<file path="src/rtl/dmem_arbiter.sv">
// dmem_arbiter: two-requester round-robin arbiter in front of a single-port data memory.
// One access takes one ACCESS cycle (gnt + memory strobe), then one RESP cycle
// (rvalid + rdata/err). A request seen in IDLE or RESP is granted on the next cycle.
//
// Ports:
//   clk, reset                    clock, synchronous active-high reset
//   a_req/a_we/a_addr/a_wdata     requester A (core load/store)
//   b_req/b_we/b_addr/b_wdata     requester B (debug/DMA)
//   a_gnt/b_gnt                   request accepted, memory strobed this cycle
//   a_rvalid/b_rvalid             completion pulse, with a_rdata/b_rdata and a_err/b_err
//   mem_read/mem_write            data-memory strobes (never both high)
//   mem_addr/mem_wdata            data-memory address / write data
//   mem_rdata                     combinational read data from data memory
module dmem_arbiter #(
    parameter int unsigned s     = 32,
    parameter int unsigned DEPTH = 32
) (
    input  logic         clk,
    input  logic         reset,
    input  logic         a_req,
    input  logic         a_we,
    input  logic [s-1:0] a_addr,
    input  logic [s-1:0] a_wdata,
    input  logic         b_req,
    input  logic         b_we,
    input  logic [s-1:0] b_addr,
    input  logic [s-1:0] b_wdata,
    output logic         a_gnt,
    output logic         a_rvalid,
    output logic [s-1:0] a_rdata,
    output logic         a_err,
    output logic         b_gnt,
    output logic         b_rvalid,
    output logic [s-1:0] b_rdata,
    output logic         b_err,
    output logic         mem_read,
    output logic         mem_write,
    output logic [s-1:0] mem_addr,
    output logic [s-1:0] mem_wdata,
    input  logic [s-1:0] mem_rdata
);

    localparam logic [1:0] IDLE   = 2'd0;
    localparam logic [1:0] ACCESS = 2'd1;
    localparam logic [1:0] RESP   = 2'd2;

    localparam logic [s-1:0] DEPTH_W = s'(DEPTH);

    logic [1:0]   state;
    logic [1:0]   state_nxt;
    logic         last_b;       // 1 = B was granted most recently
    logic         last_b_nxt;
    logic         cap_b;        // captured winner: 1 = B, 0 = A
    logic         cap_b_nxt;
    logic         cap_we;
    logic         cap_we_nxt;
    logic [s-1:0] cap_addr;
    logic [s-1:0] cap_addr_nxt;
    logic [s-1:0] cap_wdata;
    logic [s-1:0] cap_wdata_nxt;

    logic         win_b;
    logic         go_access;
    logic         go_resp;
    logic         in_range_nxt;
    logic         in_range_cur;
    logic [s-1:0] rd_sel;

    logic         a_gnt_d;
    logic         b_gnt_d;
    logic         a_rvalid_d;
    logic         b_rvalid_d;
    logic [s-1:0] a_rdata_d;
    logic [s-1:0] b_rdata_d;
    logic         a_err_d;
    logic         b_err_d;
    logic         mem_read_d;
    logic         mem_write_d;
    logic [s-1:0] mem_addr_d;
    logic [s-1:0] mem_wdata_d;

    // State and captured-request registers
    always_ff @(posedge clk) begin
        if (reset) begin
            state     <= IDLE;
            last_b    <= 1'b1;
            cap_b     <= 1'b0;
            cap_we    <= 1'b0;
            cap_addr  <= '0;
            cap_wdata <= '0;
        end else begin
            state     <= state_nxt;
            last_b    <= last_b_nxt;
            cap_b     <= cap_b_nxt;
            cap_we    <= cap_we_nxt;
            cap_addr  <= cap_addr_nxt;
            cap_wdata <= cap_wdata_nxt;
        end
    end

    // Next state, round-robin arbitration and request capture
    always_comb begin
        state_nxt     = state;
        last_b_nxt    = last_b;
        cap_b_nxt     = cap_b;
        cap_we_nxt    = cap_we;
        cap_addr_nxt  = cap_addr;
        cap_wdata_nxt = cap_wdata;

        // On a tie the requester not granted last wins.
        win_b = b_req & (~a_req | ~last_b);

        case (state)
            IDLE, RESP: begin
                if (a_req | b_req) begin
                    state_nxt     = ACCESS;
                    last_b_nxt    = win_b;
                    cap_b_nxt     = win_b;
                    cap_we_nxt    = win_b ? b_we    : a_we;
                    cap_addr_nxt  = win_b ? b_addr  : a_addr;
                    cap_wdata_nxt = win_b ? b_wdata : a_wdata;
                end else begin
                    state_nxt = IDLE;
                end
            end
            ACCESS:  state_nxt = RESP;
            default: state_nxt = IDLE;
        endcase
    end

    // Output values for the coming cycle, decoded from the next state
    always_comb begin
        go_access    = (state_nxt == ACCESS);
        go_resp      = (state == ACCESS);
        in_range_nxt = (cap_addr_nxt < DEPTH_W);
        in_range_cur = (cap_addr < DEPTH_W);

        a_gnt_d     = go_access & ~cap_b_nxt;
        b_gnt_d     = go_access &  cap_b_nxt;
        mem_read_d  = go_access & ~cap_we_nxt & in_range_nxt;
        mem_write_d = go_access &  cap_we_nxt & in_range_nxt;
        mem_addr_d  = go_access ? cap_addr_nxt  : '0;
        mem_wdata_d = go_access ? cap_wdata_nxt : '0;

        // Writes and out-of-range accesses return zero data.
        rd_sel = (go_resp & ~cap_we & in_range_cur) ? mem_rdata : '0;

        a_rvalid_d = go_resp & ~cap_b;
        b_rvalid_d = go_resp &  cap_b;
        a_rdata_d  = a_rvalid_d ? rd_sel : '0;
        b_rdata_d  = b_rvalid_d ? rd_sel : '0;
        a_err_d    = a_rvalid_d & ~in_range_cur;
        b_err_d    = b_rvalid_d & ~in_range_cur;
    end

    // Registered outputs; reset clears them so an in-flight access never completes
    always_ff @(posedge clk) begin
        if (reset) begin
            a_gnt     <= 1'b0;
            b_gnt     <= 1'b0;
            a_rvalid  <= 1'b0;
            b_rvalid  <= 1'b0;
            a_rdata   <= '0;
            b_rdata   <= '0;
            a_err     <= 1'b0;
            b_err     <= 1'b0;
            mem_read  <= 1'b0;
            mem_write <= 1'b0;
            mem_addr  <= '0;
            mem_wdata <= '0;
        end else begin
            a_gnt     <= a_gnt_d;
            b_gnt     <= b_gnt_d;
            a_rvalid  <= a_rvalid_d;
            b_rvalid  <= b_rvalid_d;
            a_rdata   <= a_rdata_d;
            b_rdata   <= b_rdata_d;
            a_err     <= a_err_d;
            b_err     <= b_err_d;
            mem_read  <= mem_read_d;
            mem_write <= mem_write_d;
            mem_addr  <= mem_addr_d;
            mem_wdata <= mem_wdata_d;
        end
    end

endmodule

</file>
<file path="config.mk">
export PLATFORM = sky130hd
export DESIGN_NAME = dmem_arbiter
export DESIGN_NICKNAME = d
export VERILOG_FILES = /design/src/rtl/dmem_arbiter.sv
export SDC_FILE = /design/constraint.sdc
export NUM_CORES = 1
export LEC_CHECK = 0
export ABC_AREA = 1
export BUFFER_PORTS_ARGS = -buffer_cell sky130_fd_sc_hd__buf_2
export CORE_AREA = 2 2 127 160
export CTS_CLUSTER_DIAMETER = 150
export DETAILED_ROUTE_END_ITERATION = 10
export DIE_AREA = 0 0 129 162
export PLACE_DENSITY = 0.75
export SLEW_MARGIN = 5
export SYNTH_ARGS = -nofsm -noshare
export SYNTH_HDL_FRONTEND = slang
export SYNTH_SLANG_ARGS = --single-unit
</file>
<file path="constraint.sdc">
create_clock -name clk -period 2.6 [get_ports clk]
set_clock_uncertainty 0.2 [all_clocks]
set_input_delay 0.52 -clock clk [delete_from_list [all_inputs] [get_ports clk]]
set_output_delay 0.52 -clock clk [all_outputs]
set_load 0.1 [all_outputs]
</file>
==> impl_metrics.env <==
export IMPL_outcome="complete, no violations"
export IMPL_track_usage_pct=18.38
export IMPL_start_util_pct=37.46
export IMPL_grt_ovfl_total=0
export IMPL_drtIter0Drc=431
export IMPL_worstSetupPathType="register to register"
export IMPL_dieArea_um2=20900
export IMPL_grt_pass1_vias=6492
export IMPL_synthCells=927
export IMPL_yosysSeqAreaShare_pct=56.13
export IMPL_cts_buffers=21
export IMPL_firstDrtPassIters=8
export IMPL_cp_data_arrival_time_ps=2330
export IMPL_synth_nets=1093
export IMPL_fin_nets=1374
export IMPL_min_delay_path_class="input port to register"
export IMPL_grt_start_max_net_pins=68
export IMPL_reg2regPathDepth=12
export IMPL_fin_crit_sh_pct=81.22
export IMPL_antenna_found_initial=2
export IMPL_port_buffers=301
export IMPL_hold_path_cell_count=3
export IMPL_cts_sinks=203
export IMPL_drive_gt1_share_pct=30.33
export IMPL_tightest_slew_ps=656.1
export IMPL_die_h_um=162
export IMPL_slew_headroom_pct=56.26
export IMPL_crit_fanout=39
export IMPL_cts_max_level=1
export IMPL_gp_congestion=0.8378
export IMPL_syn_to_final_growth_pct=32.30
export IMPL_root_buffer="clkbuf_16"
export IMPL_ys_ff_latch=203
export IMPL_yosysWarnings=0
export IMPL_post_cts_buffers=0
export IMPL_critPathRequiredTime_ps=2820
export IMPL_nFillCells=1859
export IMPL_cts_max_path_buffers=3
export IMPL_die_w_um=129
export IMPL_ys_types=25
export IMPL_avgRoutedWirePerCell_um=13.49
export IMPL_cts_tree="done"
export IMPL_core_um2=19330
export IMPL_setup_viol=0
export IMPL_fmax_mhz=473.5
export IMPL_finalCriticalPeriod_ps=2112
export IMPL_clk_pin_slew_ps=60
export IMPL_tns_ps=0
export IMPL_holdBufCountCts=0
export IMPL_drc=0
export IMPL_synthesis_area_um2=7241
export IMPL_cts_resized=0
export IMPL_wl_mm=20.04
export IMPL_viasPerCell=4.539
export IMPL_p_leak_nw=5.022
export IMPL_dp_cells=1450
export IMPL_num_vias=6740
export IMPL_io_pins=302
export IMPL_final_cells=1485
export IMPL_rsz0062_at_grt="false"
export IMPL_drv_slew=0
export IMPL_dp_hpwl_mm=14.14
export IMPL_start_kind="register"
export IMPL_powerDensity_nw_per_um2=792.3
export IMPL_cp_end_kind="register"
export IMPL_cap_viol_max_count=0
export IMPL_syn_avg_cell_area_um2=7.811
export IMPL_clk_latency_ps=490
export IMPL_antenna_left=0
export IMPL_grt_pass1_wl_mm=31.11
export IMPL_n_antenna_cell=0
export IMPL_vdd_drop_max_mv=0.3906
export IMPL_finalHoldViolations=0
export IMPL_rows=57
power breakdown:
group / internal (mW) / total [mW] / leakage (nW) / switching, mW
sequential: 3.27 / 3.33 / 1.66 / 0.0609
clock: 1.70 / 2.89 / 0.329 / 1.19
combinational: 0.339 / 1.36 / 3.03 / 1.02
worst max-delay path: stages, from the launching register on:
cell     delay [ps]
dfxtp_1         440
nand2_4         220
nand2_8         270
nand2_1          80
nand3_1         120
nand2_1          80
inv_2            60
nand2_1          50
nor2_1          170
nand2_1          80
nor2_1          100
nand2_1          80
nor2_1           90
synth_stat cells (all sizes together):
cell type	number	area, um2
dfxtp	203	4064
nor2	182	714.4
inv	140	525.5
nand2	140	549.3
o21ai	75	375.4
nor3	65	325.3
buf	39	242.7
nand3	38	190.2
clkbuf	17	63.81
nand3b	9	67.56
nor4	6	37.54
o211ai	5	37.54
a21oi	4	20.02
o21bai	2	15.01
nand4	1	6.260
o22ai	1	6.260
registers in the layout (all words and copies together), names as in the netlist, 2 cells and up:
register	cells
b_rdata	32
a_rdata	32
cap_addr	32
cap_wdata	30
mem_addr	32
mem_wdata	32
state	2
metrics by stage:
| step | cell area (um2) | power [mW] | utilization [%] | hold slack (ps) | setup slack, ps |
|---|---|---|---|---|---|
| global route | 9579 | 7.900 | 49.56 | 69.88 | 215.4 |
| CTS | 9579 | 7.676 | 49.56 | 59.80 | 467.9 |
| global placement | 8925 | 4.752 | 46.18 | 274.7 | 282.5 |
| detailed placement | 8925 | 4.768 | 46.18 | 280.7 | 246.6 |
| floorplan | 7241 | 4.431 | - | 247.5 | 778.3 |
| finish | 9579 | 7.590 | 49.56 | 79.86 | 488.2 |
area by class of cell:
cell class	instances	area, um2	area share (%)
timing repair buffer	314	1657	17.29
multi-input combinational	528	2347	24.50
clock inverter	10	103.9	1.084
clock buffer	25	550.5	5.747
sequential	203	4064	42.42
tap	265	331.6	3.461
inverter	140	525.5	5.486
path summary, 6_finish.rpt:
path | start | to | slack (ps)
max | last_b | mem_write | 490
max reg2reg | last_b | mem_write | 490
min | mem_rdata[6] | b_rdata[6] | 80
min reg2reg | cap_we | cap_we | 290
cells by family (layout without fill, tap and decap cells):
group / after synthesis / after routing / synth area share, %
compound gates: 87 / 87 / 6.273
buf+inv: 196 / 489 / 11.49
flops: 203 / 203 / 56.13
simple gates: 441 / 441 / 26.11
placed cells by master, fill, tap and decap left out, drive strengths merged:
master / netlist / routed
o21bai: 2 / 2
a21oi: 4 / 4
clkbuf: 17 / 25
clkinv: 0 / 8
nor2: 182 / 182
nand2: 140 / 140
buf: 39 / 314
nand3: 38 / 38
o211ai: 5 / 5
nand3b: 9 / 9
nor4: 6 / 6
inv: 140 / 140
o21ai: 75 / 75
nor3: 65 / 65
o22ai: 1 / 1
dfxtp: 203 / 203
nand4: 1 / 1
bufinv: 0 / 2
metal layers:
layer / track usage, % / share of wire [%]
met5: 0 / 0.055
met4: 6.621 / 2.5
met3: 3.656 / 6.9
met2: 33.12 / 49
met1: 21.45 / 41
No activity file was read; power rests on OpenSTA's default activity.
